### src/rtl/spell_mem_arbiter_if.sv
// spell_mem_arbiter_if: requester ports A/B plus the shared memory port, seen from the arbiter (master) or its environment (slave).
interface spell_mem_arbiter_if;
   logic       a_req;
   logic [7:0] a_addr;
   logic       a_done;
   logic [7:0] a_rdata;
   logic       b_req;
   logic [7:0] b_addr;
   logic [7:0] b_wdata;
   logic       b_type_data;
   logic       b_write;
   logic       b_done;
   logic [7:0] b_rdata;
   logic       err;
   logic       mem_select;
   logic [7:0] mem_addr;
   logic [7:0] mem_data_in;
   logic       mem_type_data;
   logic       mem_write;
   logic [7:0] mem_data_out;
   logic       mem_data_ready;
   modport master (
      input  a_req, a_addr, b_req, b_addr, b_wdata, b_type_data, b_write, mem_data_out, mem_data_ready,
      output a_done, a_rdata, b_done, b_rdata, err, mem_select, mem_addr, mem_data_in, mem_type_data, mem_write
   );
   modport slave (
      output a_req, a_addr, b_req, b_addr, b_wdata, b_type_data, b_write, mem_data_out, mem_data_ready,
      input  a_done, a_rdata, b_done, b_rdata, err, mem_select, mem_addr, mem_data_in, mem_type_data, mem_write
   );
endinterface

### src/rtl/spell_mem_arbiter.sv
// spell_mem_arbiter: shares one memory port between fetch (A) and execute (B) with select/data_ready sequencing and optional timeout.
module spell_mem_arbiter #(
   parameter bit B_PRIORITY = 1'b0,
   parameter int TIMEOUT    = 255
) (
   input logic                clk,
   input logic                rst_n,
   spell_mem_arbiter_if.master bus
);
   typedef enum logic [1:0] {IDLE, BUSY, RELEASE} state_t;
   localparam logic [7:0] LAST = 8'(TIMEOUT - 1);
   state_t     state;
   logic       last_b, gnt_b, pick_b;
   logic [7:0] cnt;
   // tie goes to the port not granted last, or always to B when prioritised
   assign pick_b = bus.b_req & (~bus.a_req | B_PRIORITY | ~last_b);
   always_ff @(posedge clk) begin
      if (!rst_n) begin
         state             <= IDLE;
         last_b            <= 1'b1;
         gnt_b             <= 1'b0;
         cnt               <= '0;
         bus.a_done        <= 1'b0;
         bus.a_rdata       <= '0;
         bus.b_done        <= 1'b0;
         bus.b_rdata       <= '0;
         bus.err           <= 1'b0;
         bus.mem_select    <= 1'b0;
         bus.mem_addr      <= '0;
         bus.mem_data_in   <= '0;
         bus.mem_type_data <= 1'b0;
         bus.mem_write     <= 1'b0;
      end else begin
         bus.a_done <= 1'b0;
         bus.b_done <= 1'b0;
         case (state)
            IDLE: if (bus.a_req || bus.b_req) begin
               gnt_b             <= pick_b;
               last_b            <= pick_b;
               bus.mem_addr      <= pick_b ? bus.b_addr : bus.a_addr;
               bus.mem_data_in   <= pick_b ? bus.b_wdata : 8'h00;
               bus.mem_type_data <= pick_b & bus.b_type_data;
               bus.mem_write     <= pick_b & bus.b_write;
               bus.mem_select    <= 1'b1;
               cnt               <= '0;
               state             <= BUSY;
            end
            BUSY: if (bus.mem_data_ready) begin
               if (gnt_b) begin
                  bus.b_done <= 1'b1;
                  if (!bus.mem_write) bus.b_rdata <= bus.mem_data_out;
               end else begin
                  bus.a_done  <= 1'b1;
                  bus.a_rdata <= bus.mem_data_out;
               end
               bus.err        <= 1'b0;
               bus.mem_select <= 1'b0;
               state          <= RELEASE;
            end else if (TIMEOUT != 0 && cnt == LAST) begin
               if (gnt_b) begin
                  bus.b_done  <= 1'b1;
                  bus.b_rdata <= 8'hff;
               end else begin
                  bus.a_done  <= 1'b1;
                  bus.a_rdata <= 8'hff;
               end
               bus.err        <= 1'b1;
               bus.mem_select <= 1'b0;
               state          <= RELEASE;
            end else begin
               cnt <= cnt + 8'd1;
            end
            default: begin
               bus.err <= 1'b0;
               state   <= IDLE;
            end
         endcase
      end
   end
endmodule

### src/flat_wrapper.sv
// flat-port wrapper written by rule: the top's interface ports become plain ports
module spell_mem_arbiter_flat 
#(
   parameter bit B_PRIORITY = 1'b0,
   parameter int TIMEOUT    = 255
)
  (clk, rst_n, bus_a_req, bus_a_addr, bus_b_req, bus_b_addr, bus_b_wdata, bus_b_type_data, bus_b_write, bus_mem_data_out, bus_mem_data_ready, bus_a_done, bus_a_rdata, bus_b_done, bus_b_rdata, bus_err, bus_mem_select, bus_mem_addr, bus_mem_data_in, bus_mem_type_data, bus_mem_write);
  spell_mem_arbiter_if bus_i ();
  input logic clk;
  input logic rst_n;
  input wire logic [$bits(bus_i.a_req)-1:0] bus_a_req;
  input wire logic [$bits(bus_i.a_addr)-1:0] bus_a_addr;
  input wire logic [$bits(bus_i.b_req)-1:0] bus_b_req;
  input wire logic [$bits(bus_i.b_addr)-1:0] bus_b_addr;
  input wire logic [$bits(bus_i.b_wdata)-1:0] bus_b_wdata;
  input wire logic [$bits(bus_i.b_type_data)-1:0] bus_b_type_data;
  input wire logic [$bits(bus_i.b_write)-1:0] bus_b_write;
  input wire logic [$bits(bus_i.mem_data_out)-1:0] bus_mem_data_out;
  input wire logic [$bits(bus_i.mem_data_ready)-1:0] bus_mem_data_ready;
  output wire logic [$bits(bus_i.a_done)-1:0] bus_a_done;
  output wire logic [$bits(bus_i.a_rdata)-1:0] bus_a_rdata;
  output wire logic [$bits(bus_i.b_done)-1:0] bus_b_done;
  output wire logic [$bits(bus_i.b_rdata)-1:0] bus_b_rdata;
  output wire logic [$bits(bus_i.err)-1:0] bus_err;
  output wire logic [$bits(bus_i.mem_select)-1:0] bus_mem_select;
  output wire logic [$bits(bus_i.mem_addr)-1:0] bus_mem_addr;
  output wire logic [$bits(bus_i.mem_data_in)-1:0] bus_mem_data_in;
  output wire logic [$bits(bus_i.mem_type_data)-1:0] bus_mem_type_data;
  output wire logic [$bits(bus_i.mem_write)-1:0] bus_mem_write;
  assign bus_i.a_req = bus_a_req;
  assign bus_i.a_addr = bus_a_addr;
  assign bus_i.b_req = bus_b_req;
  assign bus_i.b_addr = bus_b_addr;
  assign bus_i.b_wdata = bus_b_wdata;
  assign bus_i.b_type_data = bus_b_type_data;
  assign bus_i.b_write = bus_b_write;
  assign bus_i.mem_data_out = bus_mem_data_out;
  assign bus_i.mem_data_ready = bus_mem_data_ready;
  assign bus_a_done = bus_i.a_done;
  assign bus_a_rdata = bus_i.a_rdata;
  assign bus_b_done = bus_i.b_done;
  assign bus_b_rdata = bus_i.b_rdata;
  assign bus_err = bus_i.err;
  assign bus_mem_select = bus_i.mem_select;
  assign bus_mem_addr = bus_i.mem_addr;
  assign bus_mem_data_in = bus_i.mem_data_in;
  assign bus_mem_type_data = bus_i.mem_type_data;
  assign bus_mem_write = bus_i.mem_write;
  spell_mem_arbiter #(.B_PRIORITY(B_PRIORITY), .TIMEOUT(TIMEOUT)) u_core (.clk(clk), .rst_n(rst_n), .bus(bus_i));
endmodule
### config.mk
export PLATFORM = sky130hd
export DESIGN_NAME = spell_mem_arbiter_flat
export DESIGN_NICKNAME = d
export VERILOG_FILES = /design/src/rtl/spell_mem_arbiter_if.sv /design/src/rtl/spell_mem_arbiter.sv /design/src/flat_wrapper.sv
export SDC_FILE = /design/constraint.sdc
export NUM_CORES = 1
export LEC_CHECK = 0
export CORE_ASPECT_RATIO = 1.75
export CORE_MARGIN = 2
export CORE_UTILIZATION = 40
export DETAILED_ROUTE_END_ITERATION = 6
export GPL_ROUTABILITY_DRIVEN = 0
export HOLD_SLACK_MARGIN = 0.03
export PLACE_DENSITY = 0.74
export SKIP_LAST_GASP = 1
export SLEW_MARGIN = 15
export SYNTH_ARGS = -nofsm -noshare
export SYNTH_HDL_FRONTEND = slang
export SYNTH_SLANG_ARGS = --single-unit
### constraint.sdc
create_clock -name clk -period 4.13 [get_ports clk]
set_clock_uncertainty 0.1 [all_clocks]
set_input_delay 1.0325 -clock clk [delete_from_list [all_inputs] [get_ports clk]]
set_output_delay 1.0325 -clock clk [all_outputs]
set_load 0.02 [all_outputs]
# == After elaboration in Yosys (flattened, before gate mapping) ==
# Cells that the tools add are included.
# op_classes
addsub,1
n_eq_ne,7
mux,32
bitwise,8
reduce_logical,12
# op_table
operator,n
$mux 8,14
$pmux 8 s2,1
$mux 1,11
$add 8x1->8 const B,1
$eq 8x8->1 const B,1
$reduce_and 2->1,4
$reduce_and 4->1,2
$mux 2,3
$ne 2x2->1 const B,3
$reduce_and 3->1,2
$not 1->1,4
$pmux 1 s2,2
$pmux 2 s2,1
$reduce_bool 2->1,2
$and 1x1->1,3
$ne 3x2->1 const B,1
$eq 2x1->1 const B,1
$logic_not 2->1,1
$ne 2x1->1 const B,1
$logic_or 1x1->1,1
$or 1x1->1,1
# word_totals
register_bits,50
inputBits,39
wordCells,74

# == Depth between registers and ports, before layout ==
# Gate-level depths: netlist of the first run.
# logic_depth
ltp_word,4
mapped_depth,7
ltp_nobuf,6

# == Least setup slack after synthesis of the first run ==
# Ideal clock, no wire load.
# synth_path
kind,input -> register
startpoint,in bus_mem_data_ready
endpoint,reg u_core.bus.b_rdata[0]
arrival_time_ns,1.914
setup_slack_ns,1.997
stages,5
n_path_buf,2
cell_sequence,clkbuf_1 -> o31ai_1 -> and3_1 -> buf_6 -> o221a_2
# synth_between
elab_chain_cells,2
word_cells_on_any_way,4
cone_classes,1 x eq/ne; 1 x mux; 2 x reduce/logical
# synth_rtl
item,line,text
start: declaration,flat_wrapper.sv:19,input wire logic [$bits(bus_i.mem_data_ready)-1:0] bus_mem_data_ready;
$ne 2x2->1 (no source line) or $reduce_bool 2->1 (tied branches),n/a,
$reduce_and 4->1 (no source line),n/a,
end signal: assignment,spell_mem_arbiter.sv:51,if (!bus.mem_write) bus.b_rdata <= bus.mem_data_out;
end: declaration,spell_mem_arbiter_if.sv:24,"output a_done, a_rdata, b_done, b_rdata, err, mem_select, mem_addr, mem_data_in, mem_type_data, mem_write"
# Parallel ways exist; a longest one is shown, timed or not.
# A chain may end at the register's enable or synchronous reset.

# == Worst setup path in the final report of the first run ==
# layout_path
startpoint,in rst_n
endpoint,reg u_core.bus.err
# layout_rtl
item,line,text
start: declaration,flat_wrapper.sv:10,input logic rst_n;
end signal: assignment,spell_mem_arbiter.sv:27,bus.err <= 1'b0;
end signal: assignment,spell_mem_arbiter.sv:56,bus.err <= 1'b0;
end signal: assignment,spell_mem_arbiter.sv:67,bus.err <= 1'b1;
end: declaration,spell_mem_arbiter_if.sv:24,
# No word-level cell between the ends.

==> impl_metrics.toml, run 1 <==
[floorplan]
die_x_um = 57.43
die_area_um2 = 5599
boundaryPins = 77
rows = 34
core_um2 = 4892
initial_core_util = 0.4084
die_h_um = 97.50

[synthesis]
synthCells = 208
synth-simple-area-share = 0.1709
yosys.area.top_type_share = 0.5009
synth.distinct_cells = 39
netlist_area_um2 = 1998
synthXorXnorAreaFrac = 0
ys.warnings.count = 0
synth_fa_ha_area_frac = 0.01252
async_flop_share = 0
synth_common_cells = "50 x dfxtp_1, 31 x nor2_1, 18 x a21oi_1, 11 x nand2_1, 10 x a22oi_1"
synth_top_family_by_area = "compound AO/OA/AOI/OAI gates"
synth_most_common_cell = "dfxtp_1"
synth-seq-cells = 50
ys_seq_area_frac = 0.5009
syn_nets = 249
syn_area_per_cell_um2 = 9.607
synthMuxAreaShare = 0.04008
synth_edf_count = 0
yosysTopAreaCell = "dfxtp_1"
synth_area_leaders = "dfxtp_1 50%, nor2_1 5.8%, a21oi_1 4.5%"
synth_compound_area_frac = 0.2348
synth_ff_type = "dfxtp_1"

[layout]
fin_area_um2 = 2904
nets = 324
num_antenna_cells = 0
fill_cells = 440
final_cell_count_no_fill = 338
layout-drive-gt1-share = 0.08451
area_delta_synth_final_pct = 45.34

[placed_design]
place_ws_ns = 1.289
hpwl_um = 3555
io_buffers = 76
placed_area_um2 = 2786
place.detailed.instances = 330

[drt]
drc_errors = 0
routed.top_layer = "met4"
dr.pass1.iters = 4
dr_wl_met2_um = 2600
routed_wl_um = 4829
wire_per_inst_um = 14.29
drt_iter0_drc = 29
dr_wl_met3_um = 189
vias = 1820
detail-route-antenna-nets = 0
via_per_inst = 5.385
drt-met1-wl_um = 1902

[grt]
antenna_found_initial = 0
grt_use_total = 0.1838
grt_pass1_wl_um = 8176
overflow = 0
grt_max_degree = 24
grt_pass1_vias = 1790

[power_and_ir_drop]
leakage_uw = 0.001112
powerDensity_nw_per_um2 = 371.7
vdd_drop_max_mv = 0.3239

[worst_setup_path]
cp.arrival_ns = 2.58
r2r_cells = 6
cp_data_required_time_ns = 4.20
start_kind = "input pin"
cp-end-kind = "flip-flop"
cp_max_fo = 23
path_class = "input pin to flip-flop"

[timing]
worst_pin_slew_ns = 0.8940
hold_slack_ns = 0.3560
setup_viol_count_final = 0
finalCritPeriodShare = 0.6062
clock.fmax_mhz = 399.5
hold_violations = 0
grt_setup_unrepaired = "false"
maxSlewHeadroom = 0.4008
maxSlewViolCount = 0
finalCriticalPeriod_ns = 2.503
fin_setup_tns_ns = 0
setup_slack_ns = 1.627

[clock_network]
cts_tree = "done"
cts-root-buf = "clkbuf_8"
cts_buffers = 5
cts_resized = 0
holdBufCountCts = 0
cts_max_level = 2
clk_latency_ns = 0.31
cts_setup_buffers = 0
cts.sinks = 50
clockBufferDepth = 2
path_clk_slew_ns = 0.09

[min_path]
whs_path_depth = 2
min_path_type = "flip-flop to flip-flop"

[job]
cap_viol_max_count = 0

[status]
status = "finished clean"
-- worst paths after layout --
check / start / slack, ns / end
worst min register to register: u_core.bus.a_rdata[5]$_SDFFE_PN0P_ / 0.36 / u_core.bus.a_rdata[5]$_SDFFE_PN0P_
worst max-delay path: rst_n / 1.63 / u_core.bus.err$_SDFFE_PN0P_
worst max register to register: u_core.cnt[0]$_SDFFE_PN0P_ / 2.35 / u_core.cnt[6]$_SDFFE_PN0P_
worst min-delay path: u_core.bus.a_rdata[5]$_SDFFE_PN0P_ / 0.36 / u_core.bus.a_rdata[5]$_SDFFE_PN0P_
-- cell families (layout without fill, tap and decap cells) --
kind of cell / after synthesis / after routing
AO/OA/AOI/OAI: 64 / 64
adder cells (fa/ha/maj): 2 / 2
buffers and inverters: 16 / 92
flip-flops: 50 / 50
multiplexers: 8 / 8
AND/OR/NAND/NOR: 68 / 68
-- layout by cell type, fill, tap and decap left out, types with 2 or more instances in the layout --
cell type        count
clkdlybuf4s50_1     76
dfxtp_1             50
nor2_1              31
a21oi_1             18
nand2_1             11
a22oi_1             10
mux2i_1              8
a211oi_1             8
nand3_1              8
o221a_2              8
a31oi_1              6
inv_1                5
and3_1               5
clkbuf_8             5
o21a_1               3
o21ai_0              3
buf_4                3
o31ai_1              2
ha_1                 2
-- power breakdown --
part	internal, µW	total, µW	switching (µW)
clock	185	357	173
sequential	509	525	16.1
combinational	99.7	197	97.6
total	793	1080	286
-- layout make-up --
cell class | instances | area [µm²] | share of cell area
repair buffers | 79 | 783.3 | 0.2697
clock inverters | 3 | 48.80 | 0.01680
flip-flops and latches | 50 | 1001 | 0.3447
inverters | 5 | 18.77 | 0.006463
multi-input cells | 142 | 915.9 | 0.3154
clock buffers | 5 | 68.82 | 0.02370
well taps | 54 | 67.56 | 0.02327
-- stage by stage --
step	utilization	total power (µW)
2_1_floorplan	-	635.8
3_3_place_gp	0.5696	731.9
3_5_place_dp	0.5696	734.5
4_1_cts	0.5936	1091
5_1_grt	0.5936	1125
6_report	0.5936	1080
-- state kept, by name (all words and copies together), names as in the netlist --
register / count
u_core.bus.mem_select: 1
u_core.bus.a_rdata: 8
u_core.bus.mem_data_in: 8
u_core.last_b: 1
u_core.bus.b_rdata: 8
u_core.bus.b_done: 1
u_core.bus.mem_write: 1
u_core.bus.mem_type_data: 1
u_core.bus.err: 1
u_core.cnt: 8
u_core.bus.a_done: 1
u_core.bus.mem_addr: 8
u_core.gnt_b: 1
u_core.state: 2
-- critical path, stage by stage --
cell and delay (ns):
clkdlybuf4s50_1 0.63, inv_1 0.39, a2111oi_0 0.51
-- routing by layer --
metal | global-route usage | vias up
li1 | - | 916
met1 | 0.2072 | 840
met2 | 0.3164 | 53
met3 | 0.03728 | 11
met4 | 0.09123 | 0
met5 | 0 | -
(Power assumes the default switching activity.)
==> run 2, diff against run 1 <==
==> constraint.sdc (replaced) <==
create_clock -name clk -period 2.5 [get_ports clk]
set_clock_uncertainty 0.1 [all_clocks]
set_input_delay 0.625 -clock clk [delete_from_list [all_inputs] [get_ports clk]]
set_output_delay 0.625 -clock clk [all_outputs]
set_load 0.02 [all_outputs]
==> impl_metrics.toml, run 2 (synthesis gave the netlist of run 1 again) <==
[layout]
num_antenna_cells = 0
area_delta_synth_final_pct = 47.21
fill_cells = 414
multiInputGateArea_um2 = 915.9
layout.cells.most_common_list = "76 x clkdlybuf4s50_1, 50 x dfxtp_1, 31 x nor2_1"
layout-drive-gt1-share = 0.1034
register_area_um2 = 1001
nets = 330
layout_commonest_cell = "clkdlybuf4s50_1"

[worst_setup_path]
cp_data_required_time_ns = 1.77
start_kind = "flip-flop"
critPathTopFamily = "buffers and inverters"
cp.arrival_ns = 1.31
slowest_delay_ns = 0.62
r2r_slack_ns = 0.73
cp_max_fo = 2
slowest_stage = "clkdlybuf4s50_1"
path_class = "flip-flop to output port"
cp.buffers_inverters = 1
cp-end-kind = "output port"
cp_cell_sequence = "clkdlybuf4s50_1"

[drt]
dr.pass1.iters = 6
wire_per_inst_um = 13.91
drc_errors = 0
vias = 1822
via_per_inst = 5.297
routed_wl_um = 4785
drt_iter0_drc = 40
detail-route-antenna-nets = 0

[status]
status = "finished clean"

[grt]
overflow = 0
grt_max_degree = 18
grt_use_total = 0.1833
grt_pass1_wl_um = 8183
busiest_layer = "met2"
grtUsageMet1 = 0.2057
antenna_found_initial = 0
use_met2 = 0.3208
grt_pass1_vias = 1793
grt.met3_usage = 0.03329

[floorplan]
die_x_um = 57.43
initial_core_util = 0.4084
boundaryPins = 77
rows = 34
die_area_um2 = 5599
core_um2 = 4892
die_h_um = 97.50

[timing]
setup_viol_count_final = 0
clock.fmax_mhz = 491.1
worst_pin_slew_ns = 0.3705
fin_setup_tns_ns = 0
finalCritPeriodShare = 0.8144
hold_violations = 0
finalCriticalPeriod_ns = 2.036
grt_setup_unrepaired = "false"
maxSlewHeadroom = 0.7466
maxSlewViolCount = 0

[power_and_ir_drop]
total_power_uw = 1737
leakage_uw = 0.001142
vdd_drop_max_mv = 0.5165
powerDensity_nw_per_um2 = 590.5

[clock_network]
cts.sinks = 50
cts_buffers = 5
cts_max_level = 2
cts-root-buf = "clkbuf_8"
path_clk_slew_ns = 0.09
clk_latency_ns = 0.30
cts_resized = 0
holdBufCountCts = 0
clockBufferDepth = 2
cts_tree = "done"
cts_setup_buffers = 0

[min_path]
min_path_type = "flip-flop to flip-flop"

[placed_design]
hpwl_um = 3611
io_buffers = 76

[job]
cap_viol_max_count = 0
[run 2: cell count changes in the layout (fill, tap and decap cells not counted)]
| cell | before | now |
|---|---|---|
| clkbuf_8 | 5 | 8 |
| bufinv_16 | 1 | 0 |
| buf_4 | 3 | 9 |
| clkinvlp_4 | 1 | 0 |
| inv_8 | 1 | 0 |
[run 2: worst paths after layout]
| kind | to | start | depth (start not counted) |
|---|---|---|---|
| setup / recovery | bus_err | u_core.bus.err$_SDFFE_PN0P_ | 1 |
| hold / removal | u_core.bus.a_rdata[0]$_SDFFE_PN0P_ | u_core.bus.a_rdata[0]$_SDFFE_PN0P_ | 2 |
| setup reg to reg | u_core.cnt[6]$_SDFFE_PN0P_ | u_core.cnt[0]$_SDFFE_PN0P_ | 6 |
| hold reg to reg | u_core.bus.a_rdata[0]$_SDFFE_PN0P_ | u_core.bus.a_rdata[0]$_SDFFE_PN0P_ | 2 |
[run 2: report_power, final]
| group | internal (µW) | leakage [µW] | switching, µW |
|---|---|---|---|
| Sequential | 840 | 0.000408 | 25.6 |
| Combinational | 173 | 0.000676 | 163 |
| Clock | 280 | 0.0000575 | 255 |
| Total | 1290 | 0.00114 | 444 |
[run 2: layout make-up]
class                      instances  area share
inverter                           5    0.006380
clock buffer                       8     0.03743
sequential                        50      0.3403
tap                               54     0.02297
timing repair buffer              85      0.2816
multi-input combinational        142      0.3114
[run 2: through the flow]
stage	hold slack [ns]	std cells	cell area [µm²]	setup WS [ns]	util
2_1_floorplan	0.3327	208	1998	0.7745	-
3_3_place_gp	0.3470	336	2831	0.3423	0.5788
3_5_place_dp	0.3507	336	2831	0.2918	0.5788
4_1_cts	0.3627	344	2942	0.4643	0.6013
5_1_grt	0.3766	344	2942	0.4115	0.6013
6_report	0.3600	344	2942	0.4639	0.6013
[run 2: layer usage]
metal	vias to the layer above	part of all wire
met1	844	0.39
li1	925	-
met3	7	0.038
met4	0	0.027
met2	46	0.55
met5	-	0
==> run 3, diff against run 2 <==
--- a/config.mk
+++ b/config.mk
@@ -7,11 +7,11 @@
 export LEC_CHECK = 0
 export CORE_ASPECT_RATIO = 1.75
 export CORE_MARGIN = 2
-export CORE_UTILIZATION = 40
+export CORE_UTILIZATION = 39
 export DETAILED_ROUTE_END_ITERATION = 6
 export GPL_ROUTABILITY_DRIVEN = 0
 export HOLD_SLACK_MARGIN = 0.03
-export PLACE_DENSITY = 0.74
+export PLACE_DENSITY = 0.75
 export SKIP_LAST_GASP = 1
 export SLEW_MARGIN = 15
 export SYNTH_ARGS = -nofsm -noshare
==> constraint.sdc (replaced) <==
create_clock -name clk -period 1.8 [get_ports clk]
set_clock_uncertainty 0.1 [all_clocks]
set_input_delay 0.45 -clock clk [delete_from_list [all_inputs] [get_ports clk]]
set_output_delay 0.45 -clock clk [all_outputs]
set_load 0.02 [all_outputs]
==> impl_metrics.toml, run 3 (synthesis gave the netlist of run 1 again) <==
[power_and_ir_drop]
leakage_uw = 0.001417
pwr-share-clk = 0.280
switching_share = 0.2780
p_switching_uw = 643.5
vdd_drop_max_mv = 0.6676
comb_power_share = 0.203
pwr-share-seq = 0.517
p_int_uw = 1672
powerDensity_nw_per_um2 = 769.3

[status]
status = "finished clean"

[drt]
drc_errors = 0
routed_wl_um = 4981
wire_per_inst_um = 14.03
routed.top_layer = "met4"
drt-met1-wl_um = 1897
via_per_inst = 5.324
detail-route-antenna-nets = 0
dr_wl_met3_um = 241
vias = 1890
dr_wl_met2_um = 2719
drt_iter0_drc = 25
dr.pass1.iters = 4

[layout]
final_cell_count_no_fill = 355
num_antenna_cells = 0
multiInputGateArea_um2 = 924.6
fill_cells = 468
register_area_um2 = 1001
area_delta_synth_final_pct = 50.60
layout-drive-gt1-share = 0.1395
nets = 341
fin_area_um2 = 3009
layout_commonest_cell = "dfxtp_1"
layout.cells.most_common_list = "50 x dfxtp_1, 38 x clkdlybuf4s50_1, 33 x dlygate4sd2_1"

[worst_setup_path]
start_kind = "flip-flop"
crit_path_end = "u_core.cnt[6]$_SDFFE_PN0P_"
cp.arrival_ns = 1.79
r2r_cells = 6
rr_endpoint = "u_core.cnt[6]$_SDFFE_PN0P_"
cp_max_fo = 5
startpoint = "u_core.cnt[0]$_SDFFE_PN0P_"
path_class = "flip-flop to flip-flop"
r2r_slack_ns = 0.14
cp-end-kind = "flip-flop"
cp_data_required_time_ns = 1.93
r2r-start = "u_core.cnt[0]$_SDFFE_PN0P_"

[job]
cap_viol_max_count = 0

[timing]
fin_setup_tns_ns = 0
hold_violations = 0
finalCriticalPeriod_ns = 1.665
maxSlewViolCount = 0
finalCritPeriodShare = 0.9249
setup_slack_ns = 0.1352
worst_pin_slew_ns = 0.3070
setup_viol_count_final = 0
hold_slack_ns = 0.3545
clock.fmax_mhz = 600.7
maxSlewHeadroom = 0.7900
grt_setup_unrepaired = "false"

[placed_design]
placed_area_um2 = 2939
place_ws_ns = -0.1575
io_buffers = 76
hpwl_um = 3910
place.detailed.instances = 347

[clock_network]
cts_max_level = 2
clk_latency_ns = 0.30
cts_setup_buffers = 0
cts_tree = "done"
path_clk_slew_ns = 0.09
cts-root-buf = "clkbuf_8"
clockBufferDepth = 2
cts.sinks = 50
cts_buffers = 5

[floorplan]
die_x_um = 58.11
boundaryPins = 77
initial_core_util = 0.4049
core_um2 = 4935
rows = 34
die_area_um2 = 5735
die_h_um = 98.69

[grt]
grt_max_degree = 18
overflow = 0
grt_use_total = 0.1848
antenna_found_initial = 0
grt_pass1_vias = 1911
grt_pass1_wl_um = 8314

[min_path]
min_path_type = "flip-flop to flip-flop"
whs_path_depth = 2
-- run 3: cell count changes in the layout (fill, tap and decap cells not counted), sizes merged --
cell / before / now
dlymetal6s2s: 0 / 5
clkinvlp: 0 / 1
clkbuf: 8 / 5
buf: 9 / 20
dlygate4sd2: 0 / 33
clkinv: 0 / 2
clkdlybuf4s50: 76 / 38
-- run 3: worst min-delay path by stage --
stage	from	end	slack, ns
finish	u_core.bus.a_rdata[6]$_SDFFE_PN0P_	u_core.bus.a_rdata[6]$_SDFFE_PN0P_	0.35
global route	u_core.bus.a_rdata[4]$_SDFFE_PN0P_	u_core.bus.a_rdata[4]$_SDFFE_PN0P_	0.39
CTS	u_core.bus.a_rdata[4]$_SDFFE_PN0P_	u_core.bus.a_rdata[4]$_SDFFE_PN0P_	0.36
detailed placement	u_core.bus.a_rdata[4]$_SDFFE_PN0P_	u_core.bus.a_rdata[4]$_SDFFE_PN0P_	0.35
global placement	u_core.bus.a_rdata[6]$_SDFFE_PN0P_	u_core.bus.a_rdata[6]$_SDFFE_PN0P_	0.34
floorplan	u_core.last_b$_SDFFE_PN1P_	u_core.last_b$_SDFFE_PN1P_	0.33
-- run 3: power groups by stage --
stage | sequential, µW | combinational [µW] | clock, µW
2_1_floorplan | 1290 | 170 | 0
3_3_place_gp | 1220 | 499 | 0
3_5_place_dp | 1230 | 507 | 0
4_1_cts | 1200 | 475 | 665
5_1_grt | 1200 | 511 | 720
6_report | 1200 | 470 | 647
-- run 3: metal layers --
metal,up-vias,global-route usage
met5,-,0
met4,0,0.08587
met3,10,0.03937
met2,57,0.3409
met1,879,0.1906
li1,944,-
-- run 3: repair_timing --
item | 4_1_cts | 5_1_grt
resized for setup | 33 | 8
setup endpoints to repair | 33 | 22
hold buffers | 0 | 0
-- run 3: through the flow --
| step | power [µW] | utilization |
|---|---|---|
| after floorplan | 1459 | - |
| after global placement | 1724 | 0.5956 |
| after detailed placement | 1732 | 0.5956 |
| after CTS | 2338 | 0.6055 |
| after global routing | 2436 | 0.6098 |
| final | 2315 | 0.6098 |
-- run 3: area by class of cell --
class,instances,share of cell area
sequential,50,0.3326
clock buffer,5,0.02287
multi-input combinational,142,0.3073
tap,54,0.02245
clock inverter,3,0.007069
inverter,5,0.006237
timing repair buffer,96,0.3015
-- run 3: critical path, cell delays in order, from the launching register on --
cell,delay [ns]
dfxtp_1,0.34
inv_1,0.05
ha_1,0.19
and3_1,0.24
a211oi_4,0.36
a41oi_1,0.16
a31oi_1,0.16
